File: src/rtl/axis_pattern_source_if.sv
// AXI-Stream bus between the pattern source and the DMA S2MM channel.
interface axis_pattern_source_if #(
  parameter int DATA_W = 64
);
  logic                  tvalid;
  logic                  tready;
  logic [DATA_W-1:0]     tdata;
  logic                  tlast;
  logic [DATA_W/8-1:0]   tkeep;

  modport master (
    output tvalid, tdata, tlast, tkeep,
    input  tready
  );

  modport slave (
    input  tvalid, tdata, tlast, tkeep,
    output tready
  );
endinterface

File: src/rtl/axis_pattern_source.sv
// AXI-Stream packet generator (INCR / CONST / LFSR patterns) feeding the DMA S2MM channel.
// Emits gen_length beats per start pulse, TLAST on the final beat, full TREADY backpressure.
module axis_pattern_source #(
  parameter int DATA_W = 64,
  parameter int LEN_W  = 32
) (
  input  logic               sys_clk,
  input  logic               sys_rst_n,
  input  logic               gen_en,
  input  logic               gen_start,
  input  logic [LEN_W-1:0]   gen_length,
  input  logic [DATA_W-1:0]  gen_seed,
  input  logic [DATA_W-1:0]  gen_step,
  input  logic [1:0]         gen_mode,
  output logic               gen_busy,
  output logic               gen_done,
  output logic [LEN_W-1:0]   gen_count,
  axis_pattern_source_if.master m_axis
);

  typedef enum logic [1:0] {
    IDLE = 2'd0,
    RUN  = 2'd1,
    DONE = 2'd2
  } state_e;

  typedef enum logic [1:0] {
    MODE_INCR  = 2'd0,
    MODE_CONST = 2'd1,
    MODE_LFSR  = 2'd2,
    MODE_RSVD  = 2'd3
  } mode_e;

  localparam logic [DATA_W-1:0] LFSR_TAPS = 64'hD800_0000_0000_0000;

  state_e              state_q, state_d;
  mode_e               mode_q;
  logic [LEN_W-1:0]    len_q;
  logic [DATA_W-1:0]   seed_q;
  logic [DATA_W-1:0]   step_q;
  logic [DATA_W-1:0]   tdata_q;
  logic                tvalid_q;
  logic                tlast_q;
  logic [LEN_W-1:0]    count_q;
  logic                done_q;

  logic                fire;
  logic                start_run;
  logic                start_zero;
  logic [DATA_W-1:0]   seed_eff;
  logic [DATA_W-1:0]   lfsr_next;
  logic [DATA_W-1:0]   pat_next;

  // Starts are honoured from IDLE and DONE only; a start during RUN is dropped.
  assign start_run  = (state_q != RUN) && gen_en && gen_start && (gen_length != '0);
  assign start_zero = (state_q != RUN) && gen_en && gen_start && (gen_length == '0);
  assign fire       = (state_q == RUN) && tvalid_q && m_axis.tready;

  // An all-zero LFSR state would lock up, so a zero seed is promoted to 1.
  assign seed_eff = ((mode_e'(gen_mode) == MODE_LFSR) && (gen_seed == '0)) ? DATA_W'(1) : gen_seed;

  always_comb begin
    lfsr_next = {1'b0, tdata_q[DATA_W-1:1]} ^ (tdata_q[0] ? LFSR_TAPS : '0);
    unique case (mode_q)
      MODE_CONST: pat_next = seed_q;
      MODE_LFSR:  pat_next = lfsr_next;
      default:    pat_next = tdata_q + step_q;
    endcase
  end

  // State register
  always_ff @(posedge sys_clk or negedge sys_rst_n) begin
    if (!sys_rst_n) state_q <= IDLE;
    else            state_q <= state_d;
  end

  // Next-state logic
  always_comb begin
    state_d = state_q;
    unique case (state_q)
      IDLE, DONE: begin
        if (gen_en && gen_start)
          state_d = (gen_length != '0) ? RUN : DONE;
        else if (!gen_en)
          state_d = IDLE;
      end
      RUN: begin
        if (fire && tlast_q)
          state_d = DONE;
        else if (!gen_en && (fire || !tvalid_q))
          state_d = IDLE;
      end
      default: state_d = IDLE;
    endcase
  end

  // Outputs
  always_comb begin
    gen_busy      = (state_q == RUN);
    gen_done      = done_q;
    gen_count     = count_q;
    m_axis.tvalid = tvalid_q;
    m_axis.tdata  = tdata_q;
    m_axis.tlast  = tlast_q;
    m_axis.tkeep  = '1;
  end

  // Beat datapath: stream registers only move on a start or a completed transfer,
  // which keeps tdata/tlast/tvalid stable under backpressure.
  always_ff @(posedge sys_clk or negedge sys_rst_n) begin
    if (!sys_rst_n) begin
      mode_q   <= MODE_INCR;
      len_q    <= '0;
      seed_q   <= '0;
      step_q   <= '0;
      tdata_q  <= '0;
      tvalid_q <= 1'b0;
      tlast_q  <= 1'b0;
      count_q  <= '0;
    end else if (start_run) begin
      mode_q   <= mode_e'(gen_mode);
      len_q    <= gen_length;
      seed_q   <= seed_eff;
      step_q   <= gen_step;
      tdata_q  <= seed_eff;
      tvalid_q <= 1'b1;
      tlast_q  <= (gen_length == LEN_W'(1));
      count_q  <= '0;
    end else if (start_zero) begin
      len_q    <= '0;
      count_q  <= '0;
    end else if (fire) begin
      if (count_q != len_q)
        count_q <= count_q + LEN_W'(1);
      if (tlast_q || !gen_en) begin
        tvalid_q <= 1'b0;
        tlast_q  <= 1'b0;
      end else begin
        tdata_q  <= pat_next;
        tlast_q  <= ((count_q + LEN_W'(2)) == len_q);
      end
    end
  end

  // Sticky completion flag; an abort never sets it.
  always_ff @(posedge sys_clk or negedge sys_rst_n) begin
    if (!sys_rst_n)
      done_q <= 1'b0;
    else if (start_run)
      done_q <= 1'b0;
    else if (start_zero || (fire && tlast_q))
      done_q <= 1'b1;
    else if (!gen_en)
      done_q <= 1'b0;
  end

endmodule

File: src/flat_wrapper.sv
// flat-port wrapper written by rule: the top's interface ports become plain ports
module axis_pattern_source_flat 
#(
  parameter int DATA_W = 64,
  parameter int LEN_W  = 32
)
  (sys_clk, sys_rst_n, gen_en, gen_start, gen_length, gen_seed, gen_step, gen_mode, gen_busy, gen_done, gen_count, m_axis_tvalid, m_axis_tdata, m_axis_tlast, m_axis_tkeep, m_axis_tready);
  axis_pattern_source_if #(.DATA_W(DATA_W)) m_axis_i ();
  input  logic sys_clk;
  input  logic sys_rst_n;
  input  logic gen_en;
  input  logic gen_start;
  input  logic [LEN_W-1:0] gen_length;
  input  logic [DATA_W-1:0] gen_seed;
  input  logic [DATA_W-1:0] gen_step;
  input  logic [1:0] gen_mode;
  output logic gen_busy;
  output logic gen_done;
  output logic [LEN_W-1:0] gen_count;
  output wire logic [$bits(m_axis_i.tvalid)-1:0] m_axis_tvalid;
  output wire logic [$bits(m_axis_i.tdata)-1:0] m_axis_tdata;
  output wire logic [$bits(m_axis_i.tlast)-1:0] m_axis_tlast;
  output wire logic [$bits(m_axis_i.tkeep)-1:0] m_axis_tkeep;
  input wire logic [$bits(m_axis_i.tready)-1:0] m_axis_tready;
  assign m_axis_tvalid = m_axis_i.tvalid;
  assign m_axis_tdata = m_axis_i.tdata;
  assign m_axis_tlast = m_axis_i.tlast;
  assign m_axis_tkeep = m_axis_i.tkeep;
  assign m_axis_i.tready = m_axis_tready;
  axis_pattern_source #(.DATA_W(DATA_W), .LEN_W(LEN_W)) u_core (.sys_clk(sys_clk), .sys_rst_n(sys_rst_n), .gen_en(gen_en), .gen_start(gen_start), .gen_length(gen_length), .gen_seed(gen_seed), .gen_step(gen_step), .gen_mode(gen_mode), .gen_busy(gen_busy), .gen_done(gen_done), .gen_count(gen_count), .m_axis(m_axis_i));
endmodule
File: config.mk
export PLATFORM = sky130hd
export DESIGN_NAME = axis_pattern_source_flat
export DESIGN_NICKNAME = d
export VERILOG_FILES = /design/src/rtl/axis_pattern_source_if.sv /design/src/rtl/axis_pattern_source.sv /design/src/flat_wrapper.sv
export SDC_FILE = /design/constraint.sdc
export NUM_CORES = 1
export LEC_CHECK = 0
export ABC_AREA = 1
export CAP_MARGIN = 20
export CORE_MARGIN = 5
export CORE_UTILIZATION = 40
export DETAILED_ROUTE_END_ITERATION = 10
export PLACE_DENSITY = 0.6
export SYNTH_ARGS = -nofsm -noshare
export SYNTH_HDL_FRONTEND = slang
export SYNTH_SLANG_ARGS = --single-unit
File: constraint.sdc
create_clock -name sys_clk -period 5.9 [get_ports sys_clk]
set_clock_uncertainty 0.15 [all_clocks]
set_input_delay 1.18 -clock sys_clk [delete_from_list [all_inputs] [get_ports sys_clk]]
set_output_delay 1.18 -clock sys_clk [all_outputs]
set_load 0.01 [all_outputs]
==> results of run 1 <==
## power breakdown
| part | total, W | internal (W) | switching [W] | leakage [nW] |
|---|---|---|---|---|
| Combinational | 0.00998 | 0.00356 | 0.00642 | 7.94 |
| Sequential | 0.00370 | 0.00269 | 0.00101 | 3.24 |
| Clock | 0.00184 | 0.00106 | 0.000781 | 0.459 |
## path summary, 6_finish.rpt
| check | startpoint | endpoint | slack (ns) | cells past startpoint |
|---|---|---|---|---|
| max | gen_length[3] | u_core.m_axis.tdata[19] | 2.36 | 13 |
| min | u_core.seed_q[39] | u_core.seed_q[39] | 0.32 | 2 |
| max reg2reg | u_core.m_axis.tdata[0] | u_core.m_axis.tdata[48] | 2.47 | 14 |
| min reg2reg | u_core.seed_q[39] | u_core.seed_q[39] | 0.32 | 2 |
| max in group asynchronous | sys_rst_n | u_core.len_q[18] | 3.98 | 2 |
| min in group asynchronous | sys_rst_n | u_core.seed_q[12] | 0.44 | 1 |
## cells in the mapped netlist (5+ instances only)
cell type,instances,area (sq um)
nand2_1,1108,4160
inv_1,384,1440
nor2_1,280,1050
dfrtp_1,263,6580
a21oi_1,140,701
nand3_1,130,651
o21ai_0,130,651
ha_1,67,838
xor2_1,66,578
nor3_1,62,310
clkbuf_1,45,169
buf_2,37,185
nand4_1,32,200
a31oi_1,26,163
nor4_1,24,150
xnor2_1,24,210
a221oi_1,21,184
o211ai_1,14,105
o21bai_1,14,105
o21ai_1,13,65.1
buf_1,10,37.5
buf_4,9,67.6
nand3b_1,7,52.6
o22ai_1,7,43.8
a22o_1,5,43.8
nand2_2,5,31.3
## per-stage QoR
step / utilization / setup slack [ns] / total power [W]
2_1_floorplan: - / 3.25 / 0.00997
3_3_place_gp: 0.468 / 1.86 / 0.0135
3_5_place_dp: 0.468 / 1.76 / 0.0136
4_1_cts: 0.488 / 2.36 / 0.0155
5_1_grt: 0.488 / 2.18 / 0.0169
6_report: 0.488 / 2.36 / 0.0155
## cells by family (layout without fill, tap and decap cells)
logic type / count (synthesis) / after routing / share of synthesized area
buf+inv: 495 / 720 / 0.102
simple gates: 1663 / 1663 / 0.351
other cells: 1 / 8 / 0.000195
xor+xnor: 92 / 92 / 0.0433
fa+ha+maj: 68 / 68 / 0.0447
flops: 263 / 263 / 0.343
compound gates: 389 / 389 / 0.116
## registers in the layout, indices dropped and copies added, names as in the netlist
signal	cells
u_core.gen_done	1
u_core.len_q	32
u_core.m_axis.tvalid	1
u_core.state_q	2
u_core.m_axis.tlast	1
u_core.gen_count	32
u_core.m_axis.tdata	64
u_core.mode_q	2
u_core.seed_q	64
u_core.step_q	64
## layer usage
| layer | vias up | wire (microns) | GRT usage |
|---|---|---|---|
| met1 | 9340 | 33900 | 0.382 |
| met4 | 0 | 1540 | 0.0517 |
| met5 | - | 0 | 0 |
| met3 | 93 | 4180 | 0.0370 |
| li1 | 9818 | - | - |
| met2 | 601 | 33400 | 0.442 |
## worst max-delay path, delay by kind of cell
kind	cells	cell delay [ns]
AOI/OAI and AO/OA	3	0.31
buffers and inverters	4	1.14
and+or+nand+nor	6	1.17
## cell type report
class                   count  share of cell area
repair buffers            279               0.121
clock buffers              45              0.0378
clock inverters             7             0.00280
inverters                 389              0.0629
well taps                 615              0.0331
flip-flops and latches    263               0.283
multi-input cells        2220               0.459
==> results.cfg, run 1 <==
[floorplan]
dieHeight_microns = 229
io_pins = 275
core_sq_um = 47600
fp.dieArea_sq_um = 52500
die_w_microns = 229
start_util = 0.403
rows = 80

[layout]
fin_nets = 3419
drive_above_1_share = 0.0256
area_growth_pct = 21.1
mostFrequentLayoutCells = nand2_1 (1108), inv_1 (383), nor2_1 (280)
fillers = 4980
seq_area_sq_um = 6580
mostFrequentLayoutCell = nand2_1
layout.cells.non_filler = 3818
final_area_sq_um = 23200
antenna_cells = 0
multi_input_area_sq_um = 10700

[placed_design]
placed_area_sq_um = 22300
io_buffer_count = 266
placed_cells = 3766
dpl.hpwl_microns = 56300
gp_congestion = 0.968

[routing]
wl_microns = 73000
num_vias = 19852
first_pass_iters = 7
drc_errors = 0
dr.first_iter.drc_count = 1632
vias_per_cell = 5.20
postRouteAntennaNets = 0
wl_per_cell_microns = 19.1

[worst_setup_path]
cp_max_fo = 58
critPathKind = input pin to flip-flop
cp_slowest_cell = nor3_1
cp_slowest_stage_delay_ns = 0.47
worstSetupEndpointType = flip-flop
cp-start-kind = input pin
required_ns = 6.25
cp_cell_sequence = clkdlybuf4s50_1, nor2_1, nand4_1, nor3_1, nand3_1, inv_2, nor2_4, inv_4, o21ai_4, buf_4, nand2_1, a21oi_1, a21oi_1
path_common_cell = a21oi_1
critPathArrivalTime_ns = 3.89

[yosys]
ys_ff_latch = 263
ys_seq_area_frac = 0.343
async_flop_share = 1.00
avgSynthCellArea_sq_um = 6.46
synth_edf_count = 0
synthFlopType = dfrtp_1
ys_types = 53
yosys_warnings = 0
netlist_area_sq_um = 19200
synth_cells = 2971

[cts]
clkLatencyLatePin_ns = 0.58
cts.clk_slew.worst_paths_ns = 0.06
cts_buffers = 31
root_buffer = clkbuf_16
cts_tree = built
postCtsSetupRepairBufs = 0
holdBufCountCts = 0
cts_sinks = 263
clockBufferDepth = 3
cts_resized = 0
cts.htree.levels = 1

[sta]
setup_viol = 0
timing.slew.headroom = 0.331
period_minus_slack_ns = 3.54
timing.hold.ws_ns = 0.322
tns_ns = 0
rsz0062_at_grt = no
hold_viol = 0
fmax_ghz = 0.282
drv_slew = 0
fin_crit_sh = 0.601
worst_pin_slew_ns = 1.00

[power_and_ir_drop]
irDropWorstVdd_uv = 350
powerDensity_nw_per_um2 = 667
p_leak_nw = 11.6

[global_routing]
grt_start_max_net_pins = 223
overflow = 0
grt_pass1_vias = 19490
grt_use_total = 0.269
grt_pass1_wl_microns = 114000
antenna_found_initial = 0

[worst_hold_path]
hp-class = flip-flop to flip-flop

[status]
status = finished, final reports clean

[flow_run]
drv_cap = 0
No activity file was read; power rests on OpenSTA's default activity.
==> run 2: changes to the inputs <==
--- a/config.mk
+++ b/config.mk
@@ -10,7 +10,7 @@
 export CORE_MARGIN = 5
 export CORE_UTILIZATION = 40
 export DETAILED_ROUTE_END_ITERATION = 10
-export PLACE_DENSITY = 0.6
+export PLACE_DENSITY = 0.62
 export SYNTH_ARGS = -nofsm -noshare
 export SYNTH_HDL_FRONTEND = slang
 export SYNTH_SLANG_ARGS = --single-unit
==> constraint.sdc (replaced) <==
create_clock -name sys_clk -period 2.95 [get_ports sys_clk]
set_clock_uncertainty 0.15 [all_clocks]
set_input_delay 0.59 -clock sys_clk [delete_from_list [all_inputs] [get_ports sys_clk]]
set_output_delay 0.59 -clock sys_clk [all_outputs]
set_load 0.01 [all_outputs]
==> run 2 against run 1 <==
  * Sequential cell count did not move
  * Global-route usage fell by 0.36 points
  * Critical path depth rose by 5
  * First-iteration DRC count rose by 3.8%
  * Utilization rose by 1.7 points
  * Largest power group unchanged
==> results.cfg, run 2 (synthesized netlist as in run 1, its figures left out) <==
[flow_run]
drv_cap = 0

[global_routing]
grt_pass1_wl_microns = 113000
antenna_found_initial = 0
grt_pass1_vias = 19648
grt_use_total = 0.265
grt_start_max_net_pins = 90
overflow = 0

[floorplan]
core_sq_um = 47600
start_util = 0.403
dieHeight_microns = 229
io_pins = 275
rows = 80
fp.dieArea_sq_um = 52500
die_w_microns = 229

[cts]
cts_sinks = 263
cts_buffers = 30
clkLatencyLatePin_ns = 0.59
clockBufferDepth = 3
cts.clk_slew.worst_paths_ns = 0.06
postCtsSetupRepairBufs = 0
cts_tree = built
root_buffer = clkbuf_16
cts.htree.levels = 1

[routing]
wl_per_cell_microns = 18.6
vias_per_cell = 5.19
dr.first_iter.drc_count = 1694
num_vias = 20135
wl_microns = 72300
first_pass_iters = 8
drc_errors = 0
postRouteAntennaNets = 0

[status]
status = finished, final reports clean

[worst_setup_path]
worstSetupEndpointType = flip-flop
required_ns = 3.28
critPathArrivalTime_ns = 3.06
cp-start-kind = flip-flop
critPathKind = flip-flop to flip-flop
cp_max_fo = 3

[placed_design]
io_buffer_count = 266
dpl.hpwl_microns = 56800
gp_congestion = 1.01

[layout]
antenna_cells = 0
finish.utilization = 0.505
mostFrequentLayoutCell = nand2_1
fin_nets = 3476
area_growth_pct = 25.4
mostFrequentLayoutCells = nand2_1 (1100), inv_1 (384), nor2_1 (279)
drive_above_1_share = 0.0509

[sta]
period_minus_slack_ns = 2.73
fin_crit_sh = 0.926
hold_viol = 0
rsz0062_at_grt = no
setup_viol = 0
drv_slew = 0
worst_pin_slew_ns = 0.588
timing.slew.headroom = 0.608
fmax_ghz = 0.366

[power_and_ir_drop]
total_power_w = 0.0321
powerDensity_nw_per_um2 = 1330
p_leak_nw = 12.1
irDropWorstVdd_uv = 546

[worst_hold_path]
hp-class = flip-flop to flip-flop
-- run 2: cell types whose count changed in the layout (fill, tap and decap cells not counted), sizes merged --
cell         change
buf             +57
clkbuf           -7
bufinv           +5
clkinv           +5
dlygate4sd3      +1
-- run 2: path summary, 6_finish.rpt --
path                                      endpoint              startpoint  cells after the start  slack [ns]
max                        u_core.m_axis.tdata[60]  u_core.m_axis.tdata[0]                     18        0.22
min reg2reg                       u_core.seed_q[5]        u_core.seed_q[5]                      2        0.32
min                               u_core.seed_q[5]        u_core.seed_q[5]                      2        0.32
min in group asynchronous  u_core.m_axis.tdata[13]               sys_rst_n                      2        0.42
max reg2reg                u_core.m_axis.tdata[60]  u_core.m_axis.tdata[0]                     18        0.22
max in group asynchronous  u_core.m_axis.tdata[27]               sys_rst_n                      3        1.43
-- run 2: layout make-up --
class	instances	area, sq um
Inverter	389	1460
Fill cell	4890	23600
Clock buffer	38	821
Tap cell	615	769
Timing Repair Buffer	337	3420
Sequential cell	263	6580
Multi-Input combinational cell	2220	10800
Clock inverter	17	255
-- run 2: per-stage QoR --
step	cells	setup slack (ns)	cell area [sq um]	TNS, ns	hold WS [ns]
2_1_floorplan	2978	0.483	19200	0	0.144
3_3_place_gp	3823	0.0542	22900	0	0.304
3_5_place_dp	3823	-0.00399	22900	-0.00399	0.308
4_1_cts	3879	0.0115	24000	0	0.325
5_1_grt	3879	0.00986	24100	0	0.335
6_report	3879	0.219	24100	0	0.324
-- run 2: metal layers --
| layer | GRT usage | share of wire | vias to the layer above |
|---|---|---|---|
| met5 | 0 | 0 | - |
| met3 | 0.0337 | 0.056 | 101 |
| met1 | 0.377 | 0.46 | 9446 |
| met2 | 0.435 | 0.46 | 650 |
| met4 | 0.0584 | 0.025 | 0 |
| li1 | - | - | 9938 |
-- run 2: power by group --
part	total [W]	internal, W	switching, W
clock	0.00409	0.00249	0.00160
sequential	0.00736	0.00538	0.00198
combinational	0.0207	0.00774	0.0130
total	0.0321	0.0156	0.0165
-- run 2: worst max-delay path, stage by stage, from the launching register on --
cell and delay (ns):
dfrtp_1 0.40, ha_1 0.26, fa_2 0.37, nand3_1 0.11, nand3_2 0.09, nand2_1 0.11, nand2_1 0.09, nand2_1 0.09
nand2_2 0.10, nand2_1 0.09, nand2_2 0.14, nand2_1 0.13, nand2_1 0.06, nand2_1 0.07, nand3_1 0.10, nand2_1 0.10
nand2_1 0.05, nand2_1 0.05, nand2_1 0.06
-- run 2: what timing repair did --
item | in CTS | in global routing
hold buffers | 1 | 0
gates resized for setup | 0 | 22
setup endpoints to repair | 0 | 18
endpoints found under the hold margin | 53 | 0
